<file path="src/rtl/jtframe_rom_arbiter.sv">
// Round-robin read arbiter sharing one SDRAM bank among CH ROM clients.
// Each client owns a one-entry cache (tag/valid/data) and sees a
// cs/addr/data/ok handshake; misses are served one at a time through the
// bank's rd/ack/dok/rdy protocol.
module jtframe_rom_arbiter #(
  parameter int                CH     = 4,
  parameter int                AW     = 22,
  parameter int                DW     = 32,
  parameter logic [CH*AW-1:0]  OFFSET = '0
) (
  input  logic             clk,
  input  logic             rst_n,
  input  logic             flush,
  input  logic [CH-1:0]    ch_cs,
  input  logic [CH*AW-1:0] ch_addr,
  output logic [CH*DW-1:0] ch_data,
  output logic [CH-1:0]    ch_ok,
  output logic [AW-1:0]    ba_addr,
  output logic             ba_rd,
  input  logic             ba_ack,
  input  logic             ba_dok,
  input  logic             ba_rdy,
  input  logic [15:0]      data_read
);

  localparam int PW = (CH > 1) ? $clog2(CH) : 1;
  localparam int NW = DW / 16;

  typedef enum logic [1:0] {IDLE, REQ, DATA} state_t;

  state_t        state, state_nxt;
  logic [CH-1:0] valid;
  logic [CH-1:0] miss;
  logic [AW-1:0] tag  [CH];
  logic [DW-1:0] data [CH];
  logic [PW-1:0] ptr;
  logic [PW-1:0] gnt;
  logic [PW-1:0] pick;
  logic [AW-1:0] gaddr;
  logic [AW-1:0] pick_addr;
  logic [AW-1:0] pick_bank;
  logic          found;
  logic          wc;
  logic          flushed;
  int unsigned   idx;

  // Per-channel hit/miss detection and cached data fan-out
  always_comb begin
    miss    = '0;
    ch_ok   = '0;
    ch_data = '0;
    for (int unsigned i = 0; i < CH; i++) begin
      miss[i]             = ch_cs[i] & (~valid[i] | (tag[i] != ch_addr[i*AW +: AW]));
      ch_ok[i]            = ch_cs[i] & valid[i] & (tag[i] == ch_addr[i*AW +: AW]);
      ch_data[i*DW +: DW] = data[i];
    end
  end

  // First missing channel scanning upward from the round-robin pointer
  always_comb begin
    found = 1'b0;
    pick  = '0;
    idx   = 0;
    for (int unsigned k = 0; k < CH; k++) begin
      idx = (32'(ptr) + k) % CH;
      if (!found && miss[PW'(idx)]) begin
        found = 1'b1;
        pick  = PW'(idx);
      end
    end
    pick_addr = ch_addr[pick*AW +: AW];
    pick_bank = pick_addr + OFFSET[pick*AW +: AW];
  end

  // State register
  always_ff @(posedge clk or negedge rst_n) begin
    if (!rst_n) state <= IDLE;
    else        state <= state_nxt;
  end

  // Next-state: flush held high keeps the arbiter from granting
  always_comb begin
    state_nxt = state;
    case (state)
      IDLE:    if (found && !flush) state_nxt = REQ;
      REQ:     if (ba_ack)          state_nxt = DATA;
      DATA:    if (ba_rdy)          state_nxt = IDLE;
      default:                      state_nxt = IDLE;
    endcase
  end

  // Bank read request is asserted for the whole REQ state
  always_comb begin
    ba_rd = (state == REQ);
  end

  // Grant latch, word capture, cache fill and flush handling
  always_ff @(posedge clk or negedge rst_n) begin
    if (!rst_n) begin
      valid   <= '0;
      ptr     <= '0;
      gnt     <= '0;
      gaddr   <= '0;
      ba_addr <= '0;
      wc      <= 1'b0;
      flushed <= 1'b0;
      for (int unsigned i = 0; i < CH; i++) begin
        tag[i]  <= '0;
        data[i] <= '0;
      end
    end else begin
      case (state)
        IDLE: begin
          if (found && !flush) begin
            gnt     <= pick;
            gaddr   <= pick_addr;
            ba_addr <= pick_bank;
            wc      <= 1'b0;
            flushed <= 1'b0;
          end
        end
        DATA: begin
          if (ba_dok) begin
            for (int unsigned w = 0; w < NW; w++) begin
              if (w == 32'(wc)) data[gnt][w*16 +: 16] <= data_read;
            end
            wc <= 1'b1;
          end
          if (ba_rdy) begin
            tag[gnt] <= gaddr;
            if (!flushed && !flush) valid[gnt] <= 1'b1;
            ptr <= (gnt == PW'(CH-1)) ? '0 : gnt + 1'b1;
          end
        end
        default: ;
      endcase
      // A flush wins over a fill landing in the same cycle; an in-flight
      // transfer remembers it so its fill never becomes valid.
      if (flush) begin
        valid <= '0;
        if (state != IDLE) flushed <= 1'b1;
      end
    end
  end

endmodule

</file>
<file path="config.mk">
export PLATFORM = sky130hd
export DESIGN_NAME = jtframe_rom_arbiter
export DESIGN_NICKNAME = d
export VERILOG_FILES = /design/src/rtl/jtframe_rom_arbiter.sv
export SDC_FILE = /design/constraint.sdc
export NUM_CORES = 1
export LEC_CHECK = 0
export ABC_AREA = 1
export BUFFER_PORTS_ARGS = -buffer_cell sky130_fd_sc_hd__buf_2
export CAP_MARGIN = 0
export CORE_UTILIZATION = 25
export CTS_CLUSTER_SIZE = 12
export DETAILED_ROUTE_END_ITERATION = 7
export PLACE_DENSITY = 0.52
export SYNTH_ARGS = -nofsm -noshare
export SYNTH_HDL_FRONTEND = slang
export SYNTH_SLANG_ARGS = --single-unit
</file>
<file path="constraint.sdc">
create_clock -name clk -period 4.29 [get_ports clk]
set_clock_uncertainty 0.2 [all_clocks]
set_input_delay 0.429 -clock clk [delete_from_list [all_inputs] [get_ports clk]]
set_output_delay 0.429 -clock clk [all_outputs]
set_load 0.1 [all_outputs]
</file>
==> summary.json <==
{
  "vias_in_the_first_global_route": {"value": 10800},
  "ys_seq_area_share": {"value": 52.1, "unit": "%"},
  "finalSetupTns": {"value": 0, "unit": "ns"},
  "routed_wl": {"value": 43700, "unit": "um"},
  "fmax": {"value": 286, "unit": "MHz"},
  "setup.worst_path.class": {"value": "flip-flop to flip-flop"},
  "hold_viol_final": {"value": 0},
  "synth.avg_cell_area": {"value": 7.70, "unit": "sq um"},
  "synth_cell_types": {"value": 32},
  "ys_warn_count": {"value": 0},
  "num_vias": {"value": 10900},
  "syn_to_final_growth": {"value": 25.3, "unit": "%"},
  "fillerInstances": {"value": 5028},
  "rsz0062_at_grt": {"value": "no"},
  "number_of_antenna_violations_at_the_first_check_in_global_routing": {"value": 1},
  "slew_headroom": {"value": 34.4, "unit": "%"},
  "place.detailed.hpwl": {"value": 32500, "unit": "um"},
  "final_net_count": {"value": 1934},
  "finalSetupViolCount": {"value": 0},
  "die_height": {"value": 221, "unit": "um"},
  "critPathMostFrequentCell": {"value": "sky130_fd_sc_hd__nand3_1"},
  "path_buf_inv": {"value": 1},
  "io_pins": {"value": 269},
  "synth_top_cells_by_count": {"value": "582 x sky130_fd_sc_hd__nand2_1, 250 x sky130_fd_sc_hd__dfrtp_1, 225 x sky130_fd_sc_hd__o21ai_0, 196 x sky130_fd_sc_hd__inv_1, 87 x sky130_fd_sc_hd__nand3_1"},
  "drt_pass1_iterations": {"value": 5},
  "gp_congestion": {"value": 0.868},
  "number_of_clock_buffers_inserted_by_tritoncts": {"value": 31},
  "postSynth.asyncResetShare": {"value": 100, "unit": "%"},
  "clock_edge_transition_at_the_registers_on_the_reported_setup_and_hold_paths": {"value": 0.06, "unit": "ns"},
  "postSynthCellCount": {"value": 1558},
  "drt_first_iter_violations": {"value": 958},
  "finalCritPeriodShare": {"value": 81.4, "unit": "%"},
  "globalRouteOverflowTotal": {"value": 0},
  "shortest_clock_period_the_worst_path_allows_after_layout": {"value": 3.49, "unit": "ns"},
  "worst_path_largest_cell_delay": {"value": 0.39, "unit": "ns"},
  "postSynthRegisterBits": {"value": 250},
  "critPathMaxFanout": {"value": 27},
  "design.die.area": {"value": 0.0489, "unit": "sq mm"},
  "globalRouteTotalUtil": {"value": 17.7, "unit": "%"},
  "numClockSinks": {"value": 250},
  "cts.htree.levels": {"value": 1},
  "cp-end-kind": {"value": "flip-flop"},
  "ant_nets": {"value": 0},
  "via_per_inst": {"value": 4.46},
  "floorplan.die.width": {"value": 221, "unit": "um"},
  "synthTopCellsByArea": {"value": "sky130_fd_sc_hd__dfrtp_1 52%, sky130_fd_sc_hd__nand2_1 18%, sky130_fd_sc_hd__o21ai_0 9.4%"},
  "pin_slew_with_the_least_headroom_to_its_limit": {"value": 0.981, "unit": "ns"},
  "crit_path_cell_trace": {"value": "nand2_1, nand2_1, nor2_1, nand2_1, nor2_1, nand3_1, nand3_1, nand3_1, nand2_2, nand4_4, nand2_4, nand2_4, inv_2, nand2_1, nand3_1, nand3_1"},
  "worstHoldPathType": {"value": "input port to flip-flop"},
  "tritoncts_clock_tree": {"value": "done"},
  "run_status": {"value": "finished clean"},
  "crit_family": {"value": "simple AND/OR/NAND/NOR gates"},
  "max_cap_viol_count": {"value": 0},
  "wl_per_cell": {"value": 17.9, "unit": "um"},
  "cts-root-buf": {"value": "sky130_fd_sc_hd__clkbuf_16"},
  "post_route_cells_drive_above_1_share": {"value": 20.9, "unit": "%"},
  "post_synth_edffs": {"value": 0},
  "portBuffers": {"value": 268},
  "syn-cell-area": {"value": 0.0120, "unit": "sq mm"},
  "synth_top_cell_area_share": {"value": 52.1, "unit": "%"},
  "setup.worst_path.start_class": {"value": "flip-flop"},
  "grt_start_max_net_pins": {"value": 95},
  "postSynth.topFlopCell": {"value": "sky130_fd_sc_hd__dfrtp_1"},
  "floorplan.rows": {"value": 79},
  "clkLatencyLatePin": {"value": 0.57, "unit": "ns"},
  "cts-root-to-sink-buffers": {"value": 3},
  "synth.net_count": {"value": 1676},
  "slowest_stage": {"value": "sky130_fd_sc_hd__dfrtp_1"},
  "synthDominantAreaCellType": {"value": "sky130_fd_sc_hd__dfrtp_1"},
  "post-synth-top-count-cell": {"value": "sky130_fd_sc_hd__nand2_1"},
  "drc": {"value": 0},
  "report.final.slew_viol_count": {"value": 0},
  "initial_core_util": {"value": 25.6, "unit": "%"},
  "first_pass_grt_wire_length": {"value": 65800, "unit": "um"},
  "fp.coreArea": {"value": 0.0470, "unit": "sq mm"},
  "cp_data_required_time": {"value": 4.54, "unit": "ns"},
  "cp_data_arrival_time": {"value": 3.74, "unit": "ns"}
}
worst reg2reg max path, delay by kind of cell (launching register included):
kind,cells,cell delay (ns)
buf+inv,1,0.34
flops,1,0.39
simple gates,15,2.44
cells in the final DEF (no fill, tap or decap), drive strengths merged:
cell / n
or2: 3
buf: 277
o31ai: 2
a21oi: 9
inv: 216
clkinv: 7
nand3: 106
xnor2: 9
diode: 1
bufinv: 3
dlygate4sd3: 5
o21ai: 236
nor2: 69
nand2: 595
xor2: 2
dfrtp: 250
clkbuf: 43
nand3b: 2
nand4: 1
ha: 4
state kept, by name (all words and copies together) (netlist names):
register and flops:
ba_addr 22, wc 1, valid 4, flushed 1, ch_data 128, gnt 2
state 2, ptr 2, tag 88
metal layers:
layer | global-route usage, % | up-vias | part of all wire (%)
li1 | - | 5337 | -
met5 | 0 | - | 0
met1 | 22.5 | 5043 | 43
met3 | 4.77 | 81 | 8.3
met4 | 6.65 | 0 | 4.0
met2 | 28.5 | 445 | 45
cell families after synthesis:
kind of cell / synth area share [%]
buffers and inverters: 9.16
adder cells (fa/ha/maj): 0.417
flip-flops: 52.1
XOR/XNOR: 0.803
AND/OR/NAND/NOR: 27.1
AO/OA/AOI/OAI: 10.4
per-stage QoR:
step                setup slack (ns)  utilization [%]  cells  area [sq um]  hold WS, ns
finish                         0.800             32.0   2447         15000       0.0183
global route                   0.631             32.0   2447         15000       0.0359
CTS                            0.800             32.0   2446         15000      0.00808
detailed placement             0.637             29.6   2385         13900        0.228
global placement               0.666             29.6   2385         13900        0.232
floorplan                       1.48                -   1558         12000      -0.0666
layout make-up:
type	count	area, sq um	share of cell area (%)
sequential	250	6260	41.6
multi-input combinational	1038	4650	30.9
timing repair buffer	282	1510	10.0
clock buffer	43	911	6.06
inverter	213	802	5.33
tap	607	759	5.05
clock inverter	13	158	1.05
antenna	1	2.50	0.0166
path summary, 6_finish.rpt:
path	from	end	slack, ns	cells after the start
max in group asynchronous	rst_n	ch_data[16]	2.74	3
setup reg to reg	tag[32]	ba_addr[0]	0.80	16
hold / removal	ch_addr[39]	ba_addr[17]	0.02	5
setup / recovery	tag[32]	ba_addr[0]	0.80	16
min in group asynchronous	rst_n	tag[80]	0.20	2
hold reg to reg	ch_data[98]	ch_data[98]	0.28	2
timing repair:
action / in CTS / in global routing
hold buffers: 5 / 0
endpoints found under the hold margin: 70 / 0
resized for setup: 0 / 0
buffers inserted: 0 / 0
Power is left out: the tool's default activity adds up to more than one toggle a clock period on the data nets, which glitch-free logic cannot reach.
